==> src/rtl/enum_helpers.sv <==
// Shared enumerations for the fetch/decode front end.
//   control_signal_t : validity tag carried by each instruction slot.
package enum_helpers;

  typedef enum logic {
    INVALID = 1'b0,
    VALID   = 1'b1
  } control_signal_t;

endpackage

==> src/rtl/struct_helpers.sv <==
// Shared structs for the fetch/decode front end.
//   Inst_PC   : one instruction slot (pc, instr, is_valid)
//   Inst_PC_N : a fetched pair, slot A then slot B
package struct_helpers;
  import enum_helpers::*;

  typedef struct packed {
    logic [31:0]     pc;
    logic [31:0]     instr;
    control_signal_t is_valid;
  } Inst_PC;

  typedef struct packed {
    Inst_PC A;
    Inst_PC B;
  } Inst_PC_N;

endpackage

==> src/rtl/inst_queue.sv <==
// Instruction-pair queue between fetch and decode.
// A circular buffer of DEPTH instruction pairs. Pairs with neither half
// valid are dropped at the input. The head pair is read combinationally,
// so a pair pushed into an empty queue is visible the cycle after the push.
//
// Ports:
//   clk, rst_n   : clock, asynchronous active-low reset
//   flush        : discard all queued pairs (wins over push and pop)
//   in_valid     : fetch presents in_pair
//   in_pair      : fetched pair
//   in_ready     : queue not full
//   out_valid    : head pair available
//   out_pair     : head pair (all zero / INVALID when empty)
//   out_ready    : decode consumes the head pair
//   count        : number of occupied entries
module inst_queue
  import enum_helpers::*, struct_helpers::*;
#(
  parameter int DEPTH = 4
) (
  input  logic                       clk,
  input  logic                       rst_n,
  input  logic                       flush,
  input  logic                       in_valid,
  input  Inst_PC_N                   in_pair,
  output logic                       in_ready,
  output logic                       out_valid,
  output Inst_PC_N                   out_pair,
  input  logic                       out_ready,
  output logic [$clog2(DEPTH+1)-1:0] count
);

  localparam int PTR_W = $clog2(DEPTH);
  localparam int CNT_W = $clog2(DEPTH+1);

  Inst_PC_N           mem [DEPTH];
  logic [PTR_W-1:0]   wr_ptr;
  logic [PTR_W-1:0]   rd_ptr;
  logic               is_bubble;
  logic               push;
  logic               pop;

  // Status depends on registered count only, so a pop in the same cycle
  // never opens room for a push.
  assign in_ready  = (count < CNT_W'(DEPTH));
  assign out_valid = (count != '0);

  assign is_bubble = (in_pair.A.is_valid != VALID) && (in_pair.B.is_valid != VALID);
  assign push      = in_valid && in_ready && !flush && !is_bubble;
  assign pop       = out_valid && out_ready && !flush;

  always_comb begin
    out_pair = '0;
    if (out_valid) begin
      out_pair = mem[rd_ptr];
    end
  end

  // Storage is data only and is never cleared; validity comes from count.
  always_ff @(posedge clk) begin
    if (push) begin
      mem[wr_ptr] <= in_pair;
    end
  end

  // Pointers wrap naturally because DEPTH is a power of two.
  always_ff @(posedge clk or negedge rst_n) begin
    if (!rst_n) begin
      wr_ptr <= '0;
      rd_ptr <= '0;
      count  <= '0;
    end else if (flush) begin
      wr_ptr <= '0;
      rd_ptr <= '0;
      count  <= '0;
    end else begin
      if (push) begin
        wr_ptr <= wr_ptr + PTR_W'(1);
      end
      if (pop) begin
        rd_ptr <= rd_ptr + PTR_W'(1);
      end
      case ({push, pop})
        2'b10:   count <= count + CNT_W'(1);
        2'b01:   count <= count - CNT_W'(1);
        default: count <= count;
      endcase
    end
  end

endmodule
==> config.mk <==
export PLATFORM = sky130hd
export DESIGN_NAME = inst_queue
export DESIGN_NICKNAME = d
export VERILOG_FILES = /design/src/rtl/enum_helpers.sv /design/src/rtl/struct_helpers.sv /design/src/rtl/inst_queue.sv
export SDC_FILE = /design/constraint.sdc
export NUM_CORES = 1
export LEC_CHECK = 0
export CORE_ASPECT_RATIO = 1.4
export CORE_UTILIZATION = 30
export DETAILED_ROUTE_END_ITERATION = 8
export PLACE_DENSITY = 0.6
export SLEW_MARGIN = 40
export SYNTH_ARGS = -nofsm -noshare
export SYNTH_HDL_FRONTEND = slang
export SYNTH_SLANG_ARGS = --single-unit
==> constraint.sdc <==
create_clock -name clk -period 8.24 [get_ports clk]
set_input_delay 2.06 -clock clk [delete_from_list [all_inputs] [get_ports clk]]
set_output_delay 2.06 -clock clk [all_outputs]
set_load 0.005 [all_outputs]
; ---- Word level (Yosys, flattened, before mapping)
; Memories as Yosys holds them, arrays and structs flattened.
; Cells that the tools add are included.
[totals]
in_bits = 135
ram_bits = 520
output_inout_bits = 135
memories = 1
elab_cells = 34
reg_bits = 7
[op_classes]
bitwise = 2
order_cmp = 1
n_addsub = 4
n_eq_ne = 2
n_reduce_logical = 12
n_mux = 9
[mem_list]
columns = name, words, width, rd, rd_ports_with_merged_regs, write_ports, line
row1 = mem, 4, 130, 1, 0, 1, inst_queue.sv:36  ; Inst_PC_N mem [DEPTH];
[ops]
columns = operator, count
row1 = 130-bit two-way mux, 1
row2 = 2-bit two-way mux, 4
row3 = 1-bit logical AND, 6
row4 = 3-bit case mux with 2 select lines, 1
row5 = 3-bit nonzero test, 2
row6 = "2-bit by 1-bit adder with 2-bit output, second input constant", 2
row7 = 2-bit nonzero test, 2
row8 = "3-bit by 1-bit adder with 3-bit output, second input constant", 1
row9 = "3-bit < comparator, second input constant", 1
row10 = 3-bit two-way mux, 1
row11 = "3-bit by 1-bit subtractor with 3-bit output, second input constant", 1
row12 = "2-bit by 1-bit == test with 1-bit output, second input constant", 1
row13 = "2-bit == test, second input constant", 1
row14 = 1-bit logical NOT, 2
row15 = 1-bit two-way mux, 2
row16 = 1-bit NOT, 2

; ---- Depth between registers and ports, before layout
; Gate-level depths: netlist (run 1).
[logic_depth]
ltp_word = 7
ltp_mapped = 7
depth_no_buf = 6

; ---- Worst setup path after synthesis (run 1)
; No wires, ideal clock.
[synth_path]
path_kind = input-to-reg
from = input in_pair[0] (netlist name)
to = memory mem[0][0] (netlist name), enable pin
n_path_buf = 1
slack_ns = 2.188
arrival_time_ns = 5.547
stages = 3
t_required_ns = 7.735
setup_ns = 0.505
cell_sequence = o21a_1 > clkbuf_1 > and3_1
[synth_between]
elab_chain_cells = 6
[synth_lines]
columns = item, line
row1 = from (decl), inst_queue.sv:25  ; input Inst_PC_N in_pair,
row2 = 1-bit NOT, inst_queue.sv:48  ; assign is_bubble = (in_pair.A.is_valid != VALID) && (in_pair.B.is_valid != VALID);
row3 = 1-bit logical AND, inst_queue.sv:48
row4 = 1-bit logical NOT, inst_queue.sv:49  ; assign push = in_valid && in_ready && !flush && !is_bubble;
row5 = 1-bit logical AND, inst_queue.sv:49
row6 = 1-bit two-way mux, inst_queue.sv:61  ; if (push) begin
row7 = 1-bit two-way mux (implied by the code), inst_queue.sv:62  ; mem[wr_ptr] <= in_pair;
row8 = to (decl), inst_queue.sv:36
; Every way passes these cells.

==> results.md, run 1 <==
- Status: finished, final reports clean
- Post-Syn Nets: roughly 1000
- Max_cap viols: 0
- Core area: 66600 um^2
- Setup bufs post-CTS: 0
- Area of the die: approximately 68000 um^2
- Post-DRT Antenna Nets: 0
- Clock group share of total power: between 30% and 40%
- H-tree depth: 2
- Worst hold start: wr_ptr[0]$_DFFE_PN0P_
- Grt total ovfl: 0
- Starting density of the core: 30.3%
- Worst slew pin tran: approximately 0.8 ns
- Synth area leaders: edfxtp_1 78%, mux4_2 15%, and2_1 4.0%, dfrtp_1 0.87%, buf_6 0.56%
- Initial antenna violation count: 2
- Vias: 9609
- Largest family of logic cells by synthesized area: multiplexers
- Compound-Gate Fraction of Synth Area: less than 1%
- # hold bufs at CTS: 0
- Fin nets: 1314
- Max frequency: approximately 180 MHz
- Synth Cell Area: 20100 um^2
- I/O Buffers: about 270
- Worst setup EP type: output port
- Worst R2R Path Depth: 4
- HP Class: flip-flop to flip-flop
- Avg Cell Area, Syn: 22.8 um^2
- Fill count: a little over 6000
- Maximum clock path buffer count: 3
- Final hold vios: 0
- WL final: 43.9 mm
- First-pass GRT wire length: 65.5 mm
- Post-Synth XOR/XNOR Area: less than 1%
- Post-Synth Simple-Gate Area: under 10%
- CTS clock-pin slew for the worst setup and hold paths: about 0.06 ns
- Crit start category: flip-flop
- Logic gate share of total power: between 10% and 20%
- Leak pwr: approximately 8 nW
- Critical path arrival: 3.38 ns
- DIE WIDTH: 221 um
- Net Sw Power: between 1 and 1.5 mW
- Hold path cells: 2
- Worst r2r dst: mem[3][61]$_DFFE_PP_
- Routability Congestion: 0.695
- Slew Limit Fails: 0
- Post-synthesis mux area share: ~15%
- Vias in the first global route: slightly above 10000
- Final Cycle Share: approximately 66%
- Area of the multi-input gates: slightly above 4000 um^2
- Power Internal: 4.80 mW
- Leading cell type in the layout, fill and taps excluded: edfxtp_1
- Yosys reg bits: around 530
- Fin crit period: 5.44 ns
- Seq/Total Area, Yosys: 78.4%
- Commonest non-fill, non-tap cells in the layout: 520 x edfxtp_1, 269 x clkdlybuf4s50_1, 130 x mux4_2, 130 x and2_1, 51 x clkbuf_16
- Skew final: roughly 0.019 ns
- Sequential cell area: between 15000 and 20000 um^2
- Worst vdd ir: approximately 0.00019 V
- CTS Sinks: 527
- CTS tree: built
- Netlist cell types: 30
- Yosys top cell by area: edfxtp_1
- Req. time, crit path: between 6 and 7 ns
- Final setup violation count: 0
- Worst r2r src: count[2]$_DFFE_PN0P_
- Cell row count: 112
- Largest net degree at the start of global routing: 80
- Vert. Die Dim: 309 um
- Layout cells sized above 1: a little under a fifth
- Synth Area in Adders: 0.348%
- Critical Setup Path Class: flip-flop to output port
- # DRC: 0
- Worst hold endpoint: wr_ptr[0]$_DFFE_PN0P_
- IO Pins: 270
- Final setup TNS: 0 ns
- Max_slew headroom: ~47%
- Cell area power density: approximately 240 nW/um^2
- First drt pass iteration count: 6
- Drt via density: around 4.6
- CP max FO: 70
- Total CTS buffers: 50
- Switching part of the total: 22.2%
- Final non-filler cell total: slightly above 2000
- Area share of the largest cell type after synthesis: a little under 80%
- Gate Count Post-Synth: 885
- Post-cts sizing count: 0
- Average wire per standard cell: approximately 21 um
- Initial DRC count: 415
- Reg2reg setup slack: 5.62 ns
- P&R area growth vs syn: 26.4%
- Total track usage: 12.9%
- Crit path launch: count[0]$_DFFE_PN0P_
- Antenna diodes: 0
- Worst-skew pair later-pin latency: around 0.58 ns
- RSZ-0062 raised after global routing: false
- Reg power frac: about 49%
- Placed wire-length estimate: roughly 26 mm
- Placed cells: just under 2000
- Syn. warnings: 0
- Clock root buffer: clkbuf_16
routing by layer:
metal	share of wire, %	track usage, %
met5	0.046	0
met4	2.3	3.85
met3	6.0	3.33
met2	51	22.6
met1	41	15.5
sequential cells by signal, indices dropped and copies added, names as in the netlist:
register and flops:
rd_ptr 2, mem 520, count 3, wr_ptr 2
cell usage after synthesis:
cell and count:
nand4_1 1, xor2_1 2, nor2b_1 2, buf_6 10, ha_1 4, nand2b_1 1
and3_1 4, buf_1 1, o211ai_1 1, or3_1 1, a31oi_1 3, nand3_1 3
and2_1 130, o21a_1 1, buf_2 16, edfxtp_1 520, fa_1 1, clkbuf_1 21
a211oi_1 1, or4_1 2, nor2_1 3, o311ai_0 2, a21oi_1 2, a221o_1 1
and3b_1 1, inv_1 5, o31ai_1 1, mux4_2 130, o21ai_0 8, dfrtp_1 7
critical path: stages, from the launching register on:
cell             delay [ns]
dfrtp_1                0.55
or3_4                  0.67
buf_4                  0.67
and2_1                 0.25
clkdlybuf4s50_1        0.56
worst max-delay path by stage:
stage,slack (ns),end
after CTS,2.66,out_pair[111]
final,2.80,out_pair[111]
after global placement,2.98,mem[1][42]$_DFFE_PP_
after detailed placement,3.31,mem[2][109]$_DFFE_PP_
after global routing,2.51,out_pair[111]
after floorplan,2.19,mem[0][0]$_DFFE_PP_
logic make-up (layout without fill, tap and decap cells):
kind of cell | count (synthesis) | after routing
DFF | 527 | 527
and+or+nand+nor | 148 | 148
muxes | 130 | 130
buffers and inverters | 53 | 380
AOI/OAI and AO/OA | 20 | 20
adders and majority gates | 5 | 5
xor gates and xnor gates | 2 | 2
cell type report:
cell class / instances / share of cell area [%]
clock buffers: 57 / 5.10
clock inverters: 33 / 1.18
inverters: 5 / 0.0737
multi-input cells: 305 / 16.0
flip-flops and latches: 527 / 62.0
well taps: 855 / 4.20
repair buffers: 285 / 11.4
power groups by stage:
stage,Clock (mW),Combinational (mW),Sequential (mW)
detailed placement,0,0.889,3.10
CTS,2.34,0.894,3.04
floorplan,0,0.439,3.09
global placement,0,0.884,3.10
finish,2.27,0.866,3.04
global route,2.43,0.939,3.05
per-stage QoR:
step | util, % | worst slack [ns] | instance area [um^2] | hold WS [ns] | total power [mW]
2_1_floorplan | - | 2.19 | 20100 | 0.557 | 3.53
3_3_place_gp | 35.8 | 2.98 | 23800 | 0.594 | 3.98
3_5_place_dp | 35.9 | 3.31 | 23900 | 0.598 | 3.99
4_1_cts | 38.3 | 2.66 | 25500 | 0.606 | 6.28
5_1_grt | 38.3 | 2.51 | 25500 | 0.635 | 6.42
6_report | 38.3 | 2.80 | 25500 | 0.605 | 6.18
(Power assumes the default switching activity.)
==> run 2, diff against run 1 <==
Settings changed: PLACE_DENSITY 0.6 to 0.62.
Clock period 8.24 ns to 5 ns, I/O delays scaled along.
==> results.md, run 2 (synthesis results as in run 1) <==
- Worst-skew pair later-pin latency: approximately 0.59 ns
- RSZ-0062 raised after global routing: false
- Drt via density: roughly 4.6
- Total CTS buffers: 50
- Total track usage: about an eighth
- Final setup violation count: 0
- Starting density of the core: 30.3%
- CP cell instances: or3_4 -> buf_4 -> and2_1 -> clkdlybuf4s50_1
- First-pass GRT wire length: approximately 66 mm
- Max reg flops: between 500 and 600
- Leak pwr: between 7 and 8 nW
- DIE WIDTH: 221 um
- Area of the die: ~70000 um^2
- P&R area growth vs syn: 27.0%
- H-tree depth: 2
- Cell area power density: between 300 and 400 nW/um^2
- HP Class: flip-flop to flip-flop
- Switching part of the total: 22.3%
- Core area: 66600 um^2
- Routability Congestion: between 0.6 and 0.7
- Dpl ws: around 1.2 ns
- Area of the multi-input gates: 4090 um^2
- Vert. Die Dim: roughly 310 um
- Reg power frac: 49.5%
- Slowest cell on the critical path: or3_4
- Clock group share of total power: ~36%
- Worst slew pin tran: approximately 0.74 ns
- Average wire per standard cell: between 20 and 25 um
- Setup bufs post-CTS: 0
- Final non-filler cell total: 2075
- Fin nets: between 1000 and 1500
- Commonest non-fill, non-tap cells in the layout: 520 x edfxtp_1, 269 x clkdlybuf4s50_1, 130 x mux4_2, 130 x and2_1, 53 x clkbuf_16
- Req. time, crit path: 3.75 ns
- Max_slew headroom: between 50% and 60%
- WHS: ~0.61 ns
- Final worst slack: between 0.6 and 0.7 ns
- Worst vdd ir: 0.000267 V
- Fill count: ~6000
- Post-route cell area: between 20000 and 30000 um^2
- Sequential cell area: ~16000 um^2
- Final core occ: 38.4%
- Leading cell type in the layout, fill and taps excluded: edfxtp_1
- Vias in the first global route: 10455
- Critical path arrival: ~3.1 ns
- Net Sw Power: around 2.3 mW
- Worst setup EP type: output port
- Vias: 9582
- Worst hold start: wr_ptr[0]$_DFFE_PN0P_
- Final setup TNS: 0 ns
- Placed instance area: ~24000 um^2
- Regs by FF count: mem x520, count x3
- Slew Limit Fails: 0
- Maximum clock path buffer count: 3
- Power consumption: just over 10 mW
- Worst r2r src: count[2]$_DFFE_PN0P_
- WL final: 44.4 mm
- Power Internal: about 8 mW
- Initial antenna violation count: 7
- Biggest register: mem
- I/O Buffers: ~270
- Crit start category: flip-flop
- # DRC: 0
- Fin crit period: 4.32 ns
- Logic gate share of total power: ~14%
- CTS tree: built
- Post-DRT Antenna Nets: 0
- CTS Sinks: about 530
- Grt total ovfl: 0
- CP max FO: roughly 50
- Layout cells sized above 1: 19.2%
- CP peak stage delay: 0.63 ns
- IO Pins: between 200 and 300
- Skew final: 0.0223 ns
- Final hold vios: 0
- Post-cts sizing count: 0
- Cell row count: approximately 110
- Crit path launch: count[2]$_DFFE_PN0P_
- Status: finished, final reports clean
- Initial DRC count: roughly 600
- Reg2reg setup slack: 2.68 ns
- CTS clock-pin slew for the worst setup and hold paths: roughly 0.060 ns
- Max frequency: between 200 and 250 MHz
- First drt pass iteration count: 4
- # hold bufs at CTS: 0
- Critical Setup Path Class: flip-flop to output port
- Placed wire-length estimate: 26.8 mm
- Placed cells: about 2000
- Clock root buffer: clkbuf_16
- Largest net degree at the start of global routing: 57
- Max_cap viols: 0
- Final Cycle Share: between 80% and 90%
==> run 2: changes by cell type in the layout (fill, tap and decap cells not counted), sizes merged <==
cell,previous run,this run
clkbuf,57,58
diode,0,1
inv,8,6
clkinvlp,3,5
bufinv,5,3
clkinv,22,21
buf,16,25
==> run 2: layout make-up <==
class                           count  area share (%)
Sequential cell                   527            61.8
Inverter                            5          0.0734
Tap cell                          855            4.18
Multi-Input combinational cell    305            16.0
Clock buffer                       58            5.26
Timing Repair Buffer              294            11.8
Antenna cell                        1         0.00978
Clock inverter                     30           0.905
==> run 2: path summary, 6_finish.rpt <==
kind,end,cells after the start
max,out_pair[110],4
min,wr_ptr[0]$_DFFE_PN0P_,2
max reg2reg,mem[2][90]$_DFFE_PP_,3
min reg2reg,wr_ptr[0]$_DFFE_PN0P_,2
max in group asynchronous,rd_ptr[1]$_DFFE_PN0P_,1
min in group asynchronous,count[1]$_DFFE_PN0P_,1
==> run 2: power by group through the flow <==
| stage | Sequential (mW) | Combinational [mW] | Clock [mW] |
|---|---|---|---|
| 2_1_floorplan | 5.08 | 0.724 | 0 |
| 3_3_place_gp | 5.11 | 1.48 | 0 |
| 3_5_place_dp | 5.12 | 1.49 | 0 |
| 4_1_cts | 5.02 | 1.50 | 3.81 |
| 5_1_grt | 5.03 | 1.57 | 3.95 |
| 6_report | 5.02 | 1.45 | 3.68 |
==> run 2: worst max-delay path: cells and delay by family, from the launching register on <==
family,cells,cell delay (ns)
buffers and inverters,2,0.97
and+or+nand+nor,2,0.86
DFF,1,0.57
==> run 2: metal layers <==
metal  wire length [um]  global-route usage [%]  vias up  share of wire, %
met5                 91                       0        -              0.20
met2              22100                    22.0      257                50
li1                   -                       -     4229                 -
met4                930                    4.03       14               2.1
met1              18600                    16.2     5012                42
met3               2710                    3.82       70               6.1
